## src/rtl/glyph_fetch_sched.sv

```systemverilog
// glyph_fetch_sched
//   Time-multiplexes one single-port synchronous glyph ROM (16x16 digit font)
//   across the nine RGB value digits.  Each accepted line request fetches the
//   nine 16-bit glyph rows in slot order 0..8.  The rows land in a staging
//   register, which is then copied atomically into pix_row.  Optional
//   leading-zero blanking is applied per channel.
//
// Ports
//   clk, clr    : clock, synchronous active-high reset
//   line_start  : one-cycle request to fetch glyph row line_row
//   line_row    : glyph row index 0..15
//   digits      : packed codes {R_h,R_d,R_u,G_h,G_d,G_u,B_h,B_d,B_u}
//   rom_en      : ROM read enable (low for blanked slots and when idle)
//   rom_addr    : {code, row}; zero when not issuing
//   rom_data    : ROM output, valid the cycle after rom_en
//   busy        : fetch in progress (FETCH, DRAIN and COMMIT)
//   line_done   : one-cycle pulse in the cycle pix_row shows the new line
//   pix_row     : committed rows, slot k at [143-16k -: 16]
//   overrun     : sticky flag, set when line_start arrives while busy
module glyph_fetch_sched #(
    parameter int unsigned LZ_BLANK = 1
) (
    input  logic         clk,
    input  logic         clr,
    input  logic         line_start,
    input  logic [3:0]   line_row,
    input  logic [35:0]  digits,
    output logic         rom_en,
    output logic [7:0]   rom_addr,
    input  logic [15:0]  rom_data,
    output logic         busy,
    output logic         line_done,
    output logic [143:0] pix_row,
    output logic         overrun
);

    typedef enum logic [1:0] {
        S_IDLE,
        S_FETCH,
        S_DRAIN,
        S_COMMIT
    } state_t;

    state_t         state_q, state_d;
    logic [3:0]     slot_q, slot_d;
    logic [35:0]    dig_q, dig_d;
    logic [3:0]     row_q, row_d;
    logic           cap_vld_q, cap_vld_d;
    logic [3:0]     cap_slot_q, cap_slot_d;
    logic           cap_zero_q, cap_zero_d;
    logic [143:0]   stage_q, stage_d;
    logic [143:0]   pix_q, pix_d;
    logic           ovr_q, ovr_d;

    logic [8:0]     blank;      // bit k set: slot k is blanked
    logic [3:0]     cur_code;
    logic           cur_blank;

    // Leading-zero blanking mask from the shadowed digits.
    always_comb begin
        blank = '0;
        if (LZ_BLANK != 0) begin
            for (int unsigned c = 0; c < 3; c++) begin
                blank[3*c]   = (dig_q[35-12*c -: 4] == 4'd0);
                blank[3*c+1] = blank[3*c] && (dig_q[31-12*c -: 4] == 4'd0);
            end
        end
    end

    // Code and blank flag of the slot currently being issued.
    always_comb begin
        cur_code  = '0;
        cur_blank = 1'b0;
        for (int unsigned k = 0; k < 9; k++) begin
            if (slot_q == 4'(k)) begin
                cur_code  = dig_q[35-4*k -: 4];
                cur_blank = blank[k];
            end
        end
    end

    always_comb begin
        state_d    = state_q;
        slot_d     = slot_q;
        dig_d      = dig_q;
        row_d      = row_q;
        cap_vld_d  = 1'b0;
        cap_slot_d = cap_slot_q;
        cap_zero_d = 1'b0;
        stage_d    = stage_q;
        pix_d      = pix_q;
        ovr_d      = ovr_q | (line_start && (state_q != S_IDLE));
        rom_en     = 1'b0;
        rom_addr   = '0;
        line_done  = 1'b0;
        busy       = (state_q != S_IDLE);

        // Data issued last cycle is written into its staging slot now.
        // This runs before the state case so DRAIN can commit stage_d,
        // which already contains slot 8, and pix_row is valid in COMMIT.
        if (cap_vld_q) begin
            for (int unsigned k = 0; k < 9; k++) begin
                if (cap_slot_q == 4'(k)) begin
                    stage_d[143-16*k -: 16] = cap_zero_q ? 16'h0000 : rom_data;
                end
            end
        end

        case (state_q)
            S_IDLE: begin
                if (line_start) begin
                    dig_d   = digits;
                    row_d   = line_row;
                    slot_d  = '0;
                    state_d = S_FETCH;
                end
            end
            S_FETCH: begin
                // Blanked slots keep their cycle but leave the ROM idle.
                rom_en     = !cur_blank;
                rom_addr   = cur_blank ? 8'h00 : {cur_code, row_q};
                cap_vld_d  = 1'b1;
                cap_slot_d = slot_q;
                cap_zero_d = cur_blank || (cur_code > 4'd9);
                if (slot_q == 4'd8) begin
                    state_d = S_DRAIN;
                end else begin
                    slot_d = slot_q + 4'd1;
                end
            end
            S_DRAIN: begin
                pix_d   = stage_d;
                state_d = S_COMMIT;
            end
            S_COMMIT: begin
                line_done = 1'b1;
                state_d   = S_IDLE;
            end
            default: begin
                state_d = S_IDLE;
            end
        endcase
    end

    always_ff @(posedge clk) begin
        if (clr) begin
            state_q    <= S_IDLE;
            slot_q     <= '0;
            dig_q      <= '0;
            row_q      <= '0;
            cap_vld_q  <= 1'b0;
            cap_slot_q <= '0;
            cap_zero_q <= 1'b0;
            stage_q    <= '0;
            pix_q      <= '0;
            ovr_q      <= 1'b0;
        end else begin
            state_q    <= state_d;
            slot_q     <= slot_d;
            dig_q      <= dig_d;
            row_q      <= row_d;
            cap_vld_q  <= cap_vld_d;
            cap_slot_q <= cap_slot_d;
            cap_zero_q <= cap_zero_d;
            stage_q    <= stage_d;
            pix_q      <= pix_d;
            ovr_q      <= ovr_d;
        end
    end

    assign pix_row = pix_q;
    assign overrun = ovr_q;

endmodule

```

## config.mk

```make
export PLATFORM = sky130hd
export DESIGN_NAME = glyph_fetch_sched
export DESIGN_NICKNAME = d
export VERILOG_FILES = /design/src/rtl/glyph_fetch_sched.sv
export SDC_FILE = /design/constraint.sdc
export NUM_CORES = 1
export LEC_CHECK = 0
export BUFFER_PORTS_ARGS = -buffer_cell sky130_fd_sc_hd__buf_2
export CAP_MARGIN = 25
export CORE_ASPECT_RATIO = 2
export CORE_MARGIN = 4
export CORE_UTILIZATION = 25
export CTS_CLUSTER_DIAMETER = 40
export CTS_CLUSTER_SIZE = 12
export DETAILED_ROUTE_END_ITERATION = 10
export PLACE_DENSITY_LB_ADDON = 0.1
export SYNTH_ARGS = -nofsm -noshare
export SYNTH_HDL_FRONTEND = slang
export SYNTH_SLANG_ARGS = --single-unit
```

## constraint.sdc

```tcl
create_clock -name clk -period 4.8 [get_ports clk]
set_clock_uncertainty 0.1 [all_clocks]
set_input_delay 0.72 -clock clk [delete_from_list [all_inputs] [get_ports clk]]
set_output_delay 0.72 -clock clk [all_outputs]
set_load 0.05 [all_outputs]
```

==> reports/metrics.cfg, run 1 <==
[logic_synthesis]
yosysUniqueCellTypes = 44
syn_inst = 1334
syn_avg_cell_area_um2 = 9.467
syn-num-nets = 1402
synth_area_mm2 = 0.01263
async_reset_ff_frac = 0
synthFlopType = dfxtp_1
synth_top_cell_by_area = dfxtp_1
synth-seq-cells = 341
synth_top_area_frac = 0.5405
synth-edff-count = 0
yosysSeqAreaShare = 0.5405
yosys_warnings = 0
synthTopCellsByArea = dfxtp_1, mux2i_1, nor2_1

[critical_path]
path_max_fanout = 19
r2r_slack_ns = 2.31
r2r_start = state_q[1]
critPathLaunchType = flip-flop
reg2regPathDepth = 7
endpoint_kind = output port
timing.critical_path.required_ns = 3.98
critical_path_class = flip-flop to output port
reg2reg_to = slot_q[3]
cp.arrival_ns = 3.01

[power]
leakage_nw = 6.188
power_density_mw_per_mm2 = 688.3
peakVddDrop_uv = 313.8
totalPowerFinal_mw = 10.71

[floorplanning]
die_area_mm2 = 0.05440
core_area_mm2 = 0.05007
die_y_um = 325.9
start_util = 0.2522
rows = 116
die_w_um = 166.9
io_pins = 215

[clock_tree]
root_buffer = clkbuf_16
cts_resized = 0
cts_setup_buffers = 0
worstSkewPairLatency_ns = 0.56
cts.sinks = 341
cts.clk_slew.worst_paths_ns = 0.06
max-clock-path-buffers = 3
cts_buffers = 42
htree_levels = 2
cts_tree = built
ctsHoldBuffers = 0

[timing]
fin_setup_tns_ns = 0
tightest_slew_ns = 1.031
clock.fmax_ghz = 0.2609
post-route-min-period_ns = 3.833
drv_slew = 0
finalSetupViolations = 0
timing.final.crit_share = 0.7985
rsz0062_at_grt = false
slew_headroom = 0.3098
hold_viol = 0

[finish]
layout_commonest_cell = dfxtp_1
seq_area_mm2 = 0.006827
final_cell_mix = dfxtp_1, nor2_1, buf_2
syn_to_final_growth_pct = 23.19
fillers = 5290
diodes = 0
drive_gt1_frac = 0.2156
multiInputGateArea_mm2 = 0.005246
final_nets = 1557

[place]
dp_hpwl_um = 27800
portBuffers = 214
globalplace.congestion = 0.8749

[status]
outcome = finished clean

[hold_path]
hold_class = input port to flip-flop
hp-start = line_row[1]
holdPathEnd = row_q[1]
min_path_cells = 3

[run]
maxCapViolCount = 0

[routing]
route.detailed.drc = 0
dr.pass1.iters = 6
vias_per_cell = 4.519
vias = 9806
antenna_left = 0
avgRoutedWirePerCell_um = 19.15
drt_iter0_drc = 590
totalWireLength_um = 41570

[global_routing]
grt_pass1_wl_um = 62130
grt_max_degree = 173
gr-total-overflow = 0
groute.usage.overall = 0.1486
antenna_found_initial = 0
grt_pass1_vias = 9662

## state kept, by name, summed over array words and instances (netlist names), 2 cells and up
| register | cells |
|---|---|
| stage_q | 144 |
| row_q | 4 |
| cap_slot_q | 4 |
| state_q | 2 |
| dig_q | 36 |
| pix_row | 144 |
| slot_q | 4 |
## critical path, cell delays in order (launching register included)
cell     delay (ns)
dfxtp_1        0.43
ha_1           0.63
inv_1          0.21
a21oi_1        0.18
o41ai_1        0.09
a32oi_1        0.19
buf_4          0.20
and2_1         0.15
nor2b_1        0.12
buf_2          0.26
## Yosys cell counts (all sizes together) (2+ instances only)
master     n
nand2     98
nand3b     6
mux2i    149
a2bb2oi    2
and2       2
a211oi   148
buf       31
xor2       2
dfxtp    341
clkbuf    90
nor3       5
nor2b     21
a32oi      2
nand2b     4
inv        9
and3       7
o211ai     2
a21oi     58
nand3      5
o21ai     10
a21boi     2
nor2     311
nor4       7
a22oi      2
ha         9
## through the flow
step | hold WS [ns] | setup slack, ns | utilization | instance area, um2 | std cells
global placement | 0.3416 | 1.590 | 0.2823 | 14140 | 2091
floorplan | 0.3321 | 1.248 | - | 12630 | 1334
detailed placement | 0.3460 | 1.534 | 0.2832 | 14180 | 2094
finish | 0.2965 | 0.9671 | 0.3107 | 15560 | 2170
CTS | 0.2710 | 0.9268 | 0.3107 | 15560 | 2170
global route | 0.2861 | 0.6937 | 0.3107 | 15560 | 2170
## logic make-up after synthesis
group	after synthesis	synth area share
DFF	341	0.5405
buffers and inverters	130	0.04825
adders and majority gates	9	0.008916
muxes	150	0.1190
AOI/OAI and AO/OA	232	0.1252
xor gates and xnor gates	2	0.001387
and+or+nand+nor	470	0.1567
## cell type report
type,count,share of cell area
Clock buffer,51,0.07101
Tap cell,649,0.05219
Timing Repair Buffer,232,0.08122
Sequential cell,341,0.4388
Inverter,9,0.002171
Multi-Input combinational cell,863,0.3372
Clock inverter,25,0.01745
## how the worst max path moves through the flow
stage	from	to	slack, ns
after detailed placement	slot_q[1]	rom_addr[4]	1.53
after floorplan	slot_q[0]	rom_addr[4]	1.25
after CTS	slot_q[1]	rom_addr[4]	0.93
final	slot_q[1]	rom_addr[4]	0.97
after global placement	slot_q[0]	rom_addr[4]	1.59
after global routing	slot_q[1]	rom_addr[4]	0.69
## metal layers
metal	track usage	routed length [um]
met1	0.1714	16920
met4	0.05056	1192
met5	0	0
met3	0.03169	2011
met2	0.2699	21440
## power by group
| part | internal (mW) | total (mW) | leakage (nW) | switching (mW) |
|---|---|---|---|---|
| registers | 3.37 | 3.74 | 2.77 | 0.371 |
| logic | 0.907 | 3.81 | 2.77 | 2.91 |
| clock network | 1.87 | 3.16 | 0.653 | 1.29 |
Note: power is estimated with default switching activity, not from simulation.
==> inputs of run 2 (changes only) <==
Settings changed: ABC_AREA set to 1.
Clock period 4.8 ns to 3.7 ns, I/O delays scaled along.
==> reports/metrics.cfg, run 2 <==
[place]
dp_hpwl_um = 29910  ; was 27,800 um
place_ws_ns = 0.9006  ; was 1.534 ns
portBuffers = 214  ; unchanged
dp_cells = 2431  ; was 2,094
globalplace.congestion = 0.8992  ; was 0.8749
place_area_mm2 = 0.01456  ; was 0.01418 mm2

[timing]
tightest_slew_ns = 0.9793  ; was 1.031 ns
timing.final.crit_share = 0.9116
slew_headroom = 0.3455  ; was 0.3098
fin_setup_tns_ns = 0  ; unchanged
post-route-min-period_ns = 3.373
finalSetupViolations = 0  ; unchanged
clock.fmax_ghz = 0.2965
rsz0062_at_grt = false  ; unchanged
whs_ns = 0.1939  ; was 0.2965 ns
drv_slew = 0  ; unchanged
fin_ws_ns = 0.3271  ; was 0.9671 ns
hold_viol = 0  ; unchanged

[floorplanning]
io_pins = 215  ; unchanged
die_area_mm2 = 0.05515  ; was 0.05440 mm2
die_w_um = 168.1  ; was 166.9 um
core_area_mm2 = 0.05080  ; was 0.05007 mm2
die_y_um = 328.2  ; was 325.9 um
start_util = 0.2522  ; about the same
rows = 117  ; was 116

[hold_path]
hold_class = input port to flip-flop  ; unchanged
hp-start = digits[2]  ; was line_row[1]

[critical_path]
endpoint_kind = output port  ; unchanged
path_buf_inv = 3  ; unchanged
crit_path_start = slot_q[1]  ; unchanged
cp_top_family = simple AND/OR/NAND/NOR gates  ; was buffers and inverters
critical_path_class = flip-flop to output port  ; unchanged
critPathLaunchType = flip-flop  ; unchanged
critPathMaxStageDelay_ns = 0.38  ; was 0.63 ns
crit_chain = inv_1 > ha_1 > nor2_1 > nand3_1 > nand3_1 > nand3_1 > nand3b_1 > nand2_1 > nand2_1 > nand2_1 > a21oi_1 > inv_1 > nor2_1 > buf_2  ; was ha_1 > inv_1 > a21oi_1 > o41ai_1 > a32oi_1 > buf_4 > and2_1 > nor2b_1 > buf_2
r2r_start = cap_slot_q[2]  ; was state_q[1]
path_max_fanout = 7  ; was 19
timing.critical_path.required_ns = 3.04  ; was 3.98 ns
cp_slowest_cell = dfxtp_1  ; was ha_1
cp.arrival_ns = 2.72  ; was 3.01 ns

[clock_tree]
root_buffer = clkbuf_16  ; unchanged
cts_tree = built  ; unchanged
max-clock-path-buffers = 3  ; unchanged
cts_setup_buffers = 0  ; unchanged
ctsHoldBuffers = 0  ; unchanged
cts.clk_slew.worst_paths_ns = 0.05  ; was 0.06 ns
cts.sinks = 341  ; unchanged
htree_levels = 2  ; unchanged
cts_resized = 0  ; unchanged
worstSkewPairLatency_ns = 0.53  ; was 0.56 ns
cts_buffers = 44  ; was 42

[finish]
final_core_util = 0.3186  ; was 0.3107
drive_gt1_frac = 0.1736  ; was 0.2156
syn_to_final_growth_pct = 26.33  ; was 23.19%
layout_commonest_cell = nor2_1  ; was dfxtp_1
diodes = 0  ; unchanged
final_cell_mix = nor2_1, dfxtp_1, buf_2  ; was dfxtp_1, nor2_1, buf_2
fin_cells = 2509  ; was 2,170
fin_area_mm2 = 0.01619  ; was 0.01556 mm2
final_nets = 1894  ; was 1,557

[power]
power_density_mw_per_mm2 = 887.7  ; was 688.3 mW/mm2
totalPowerFinal_mw = 14.37  ; was 10.71 mW
leakage_nw = 7.881  ; was 6.188 nW
combPwrFrac = 0.347  ; was 0.356
p_sw_mw = 5.945  ; was 4.565 mW
peakVddDrop_uv = 422.3  ; was 313.8 uV
p_clk_frac = 0.314  ; was 0.295
internal-power_mw = 8.423  ; was 6.145 mW
p_sw_frac = 0.4138  ; was 0.4262
seqPwrFrac = 0.338  ; was 0.349

[logic_synthesis]
syn_inst = 1656  ; was 1,334
yosysMostFrequentCell = nor2_1  ; was dfxtp_1
async_reset_ff_frac = 0  ; unchanged
synth-seq-cells = 341  ; unchanged
syn-num-nets = 1724  ; was 1,402
yosysSeqAreaShare = 0.5328  ; was 0.5405
synth_top_cell_by_area = dfxtp_1  ; unchanged
yosysUniqueCellTypes = 27  ; was 44
synth-edff-count = 0  ; unchanged
yosys_warnings = 0  ; unchanged
synth_commonest_cells = nor2_1, dfxtp_1, nand2_1  ; was dfxtp_1, nor2_1, mux2i_1
synth_top_area_frac = 0.5328  ; was 0.5405
synthFlopType = dfxtp_1  ; unchanged
synth_area_mm2 = 0.01281  ; was 0.01263 mm2
synthTopCellsByArea = dfxtp_1, nor2_1, o211ai_1  ; was dfxtp_1, mux2i_1, nor2_1
syn_avg_cell_area_um2 = 7.737  ; was 9.467 um2

[routing]
antenna_left = 0  ; unchanged
route.detailed.drc = 0  ; unchanged
avgRoutedWirePerCell_um = 17.80  ; was 19.15 um
dr.pass1.iters = 5  ; was 6
vias = 11164  ; was 9,806
drt_iter0_drc = 697  ; was 590
totalWireLength_um = 44650  ; was 41,570 um
vias_per_cell = 4.450  ; was 4.519

[global_routing]
grt_pass1_wl_um = 67400  ; was 62,130 um
groute.usage.overall = 0.1578  ; was 0.1486
gr-total-overflow = 0  ; unchanged
antenna_found_initial = 0  ; unchanged
grt_max_degree = 108  ; was 173
grt_pass1_vias = 10854  ; was 9,662

[status]
outcome = finished clean  ; unchanged

[run]
maxCapViolCount = 0  ; unchanged

==> run 2: cell count changes after synthesis, sizes merged, moves of 7 or more <==
| cell | previous run | this run |
|---|---|---|
| nor2 | 311 | 374 |
| o21ai | 10 | 61 |
| mux2i | 149 | 0 |
| nand2 | 98 | 211 |
| and3 | 7 | 0 |
| a211oi | 148 | 5 |
| nand3 | 5 | 18 |
| o211ai | 2 | 145 |
| clkbuf | 90 | 97 |
| nor2b | 21 | 0 |
| a21oi | 58 | 170 |
| buf | 31 | 11 |
| inv | 9 | 196 |
==> run 2: final cells by class <==
class	instances	area, um2
clock inverter	20	309.0
tap	654	818.3
sequential	341	6827
multi-input combinational	1011	4842
timing repair buffer	232	1415
inverter	196	740.7
fill	5473	34610
clock buffer	55	1234
==> run 2: metal layers <==
metal	GRT usage	up-vias	wire length (um)	share of wire
met3	0.02926	72	2358	0.053
met1	0.1912	5138	18490	0.41
met2	0.2782	300	22390	0.50
met4	0.05509	0	1410	0.032
met5	0	-	0	0
li1	-	5654	-	-
==> run 2: cells by family after synthesis <==
group	count (synthesis)	synth area share
DFF	341	0.5328
and+or+nand+nor	620	0.1888
AOI/OAI and AO/OA	382	0.1794
adders and majority gates	9	0.008789
buffers and inverters	304	0.09023
==> run 2: worst paths after layout <==
check / endpoint / slack (ns) / cells after the start
setup / recovery: rom_addr[7] / 0.33 / 14
hold / removal: dig_q[2] / 0.19 / 3
setup reg to reg: pix_row[78] / 1.41 / 8
hold reg to reg: row_q[1] / 0.36 / 2
==> run 2: worst register-to-register path: stages (launching register included) <==
cell	delay (ns)
dfxtp_1	0.37
inv_1	0.08
nor3_2	0.24
nand2_1	0.56
buf_4	0.42
a21oi_1	0.20
nand2_1	0.07
o211ai_1	0.09
inv_1	0.06
==> run 2: power groups by stage <==
stage               sequential [mW]  combinational, mW  clock, mW
floorplan                      6.48               1.98          0
global placement               4.95               5.05          0
detailed placement             4.96               5.08          0
CTS                            4.88               5.10       4.69
global route                   4.93               5.46       4.82
finish                         4.86               4.99       4.52
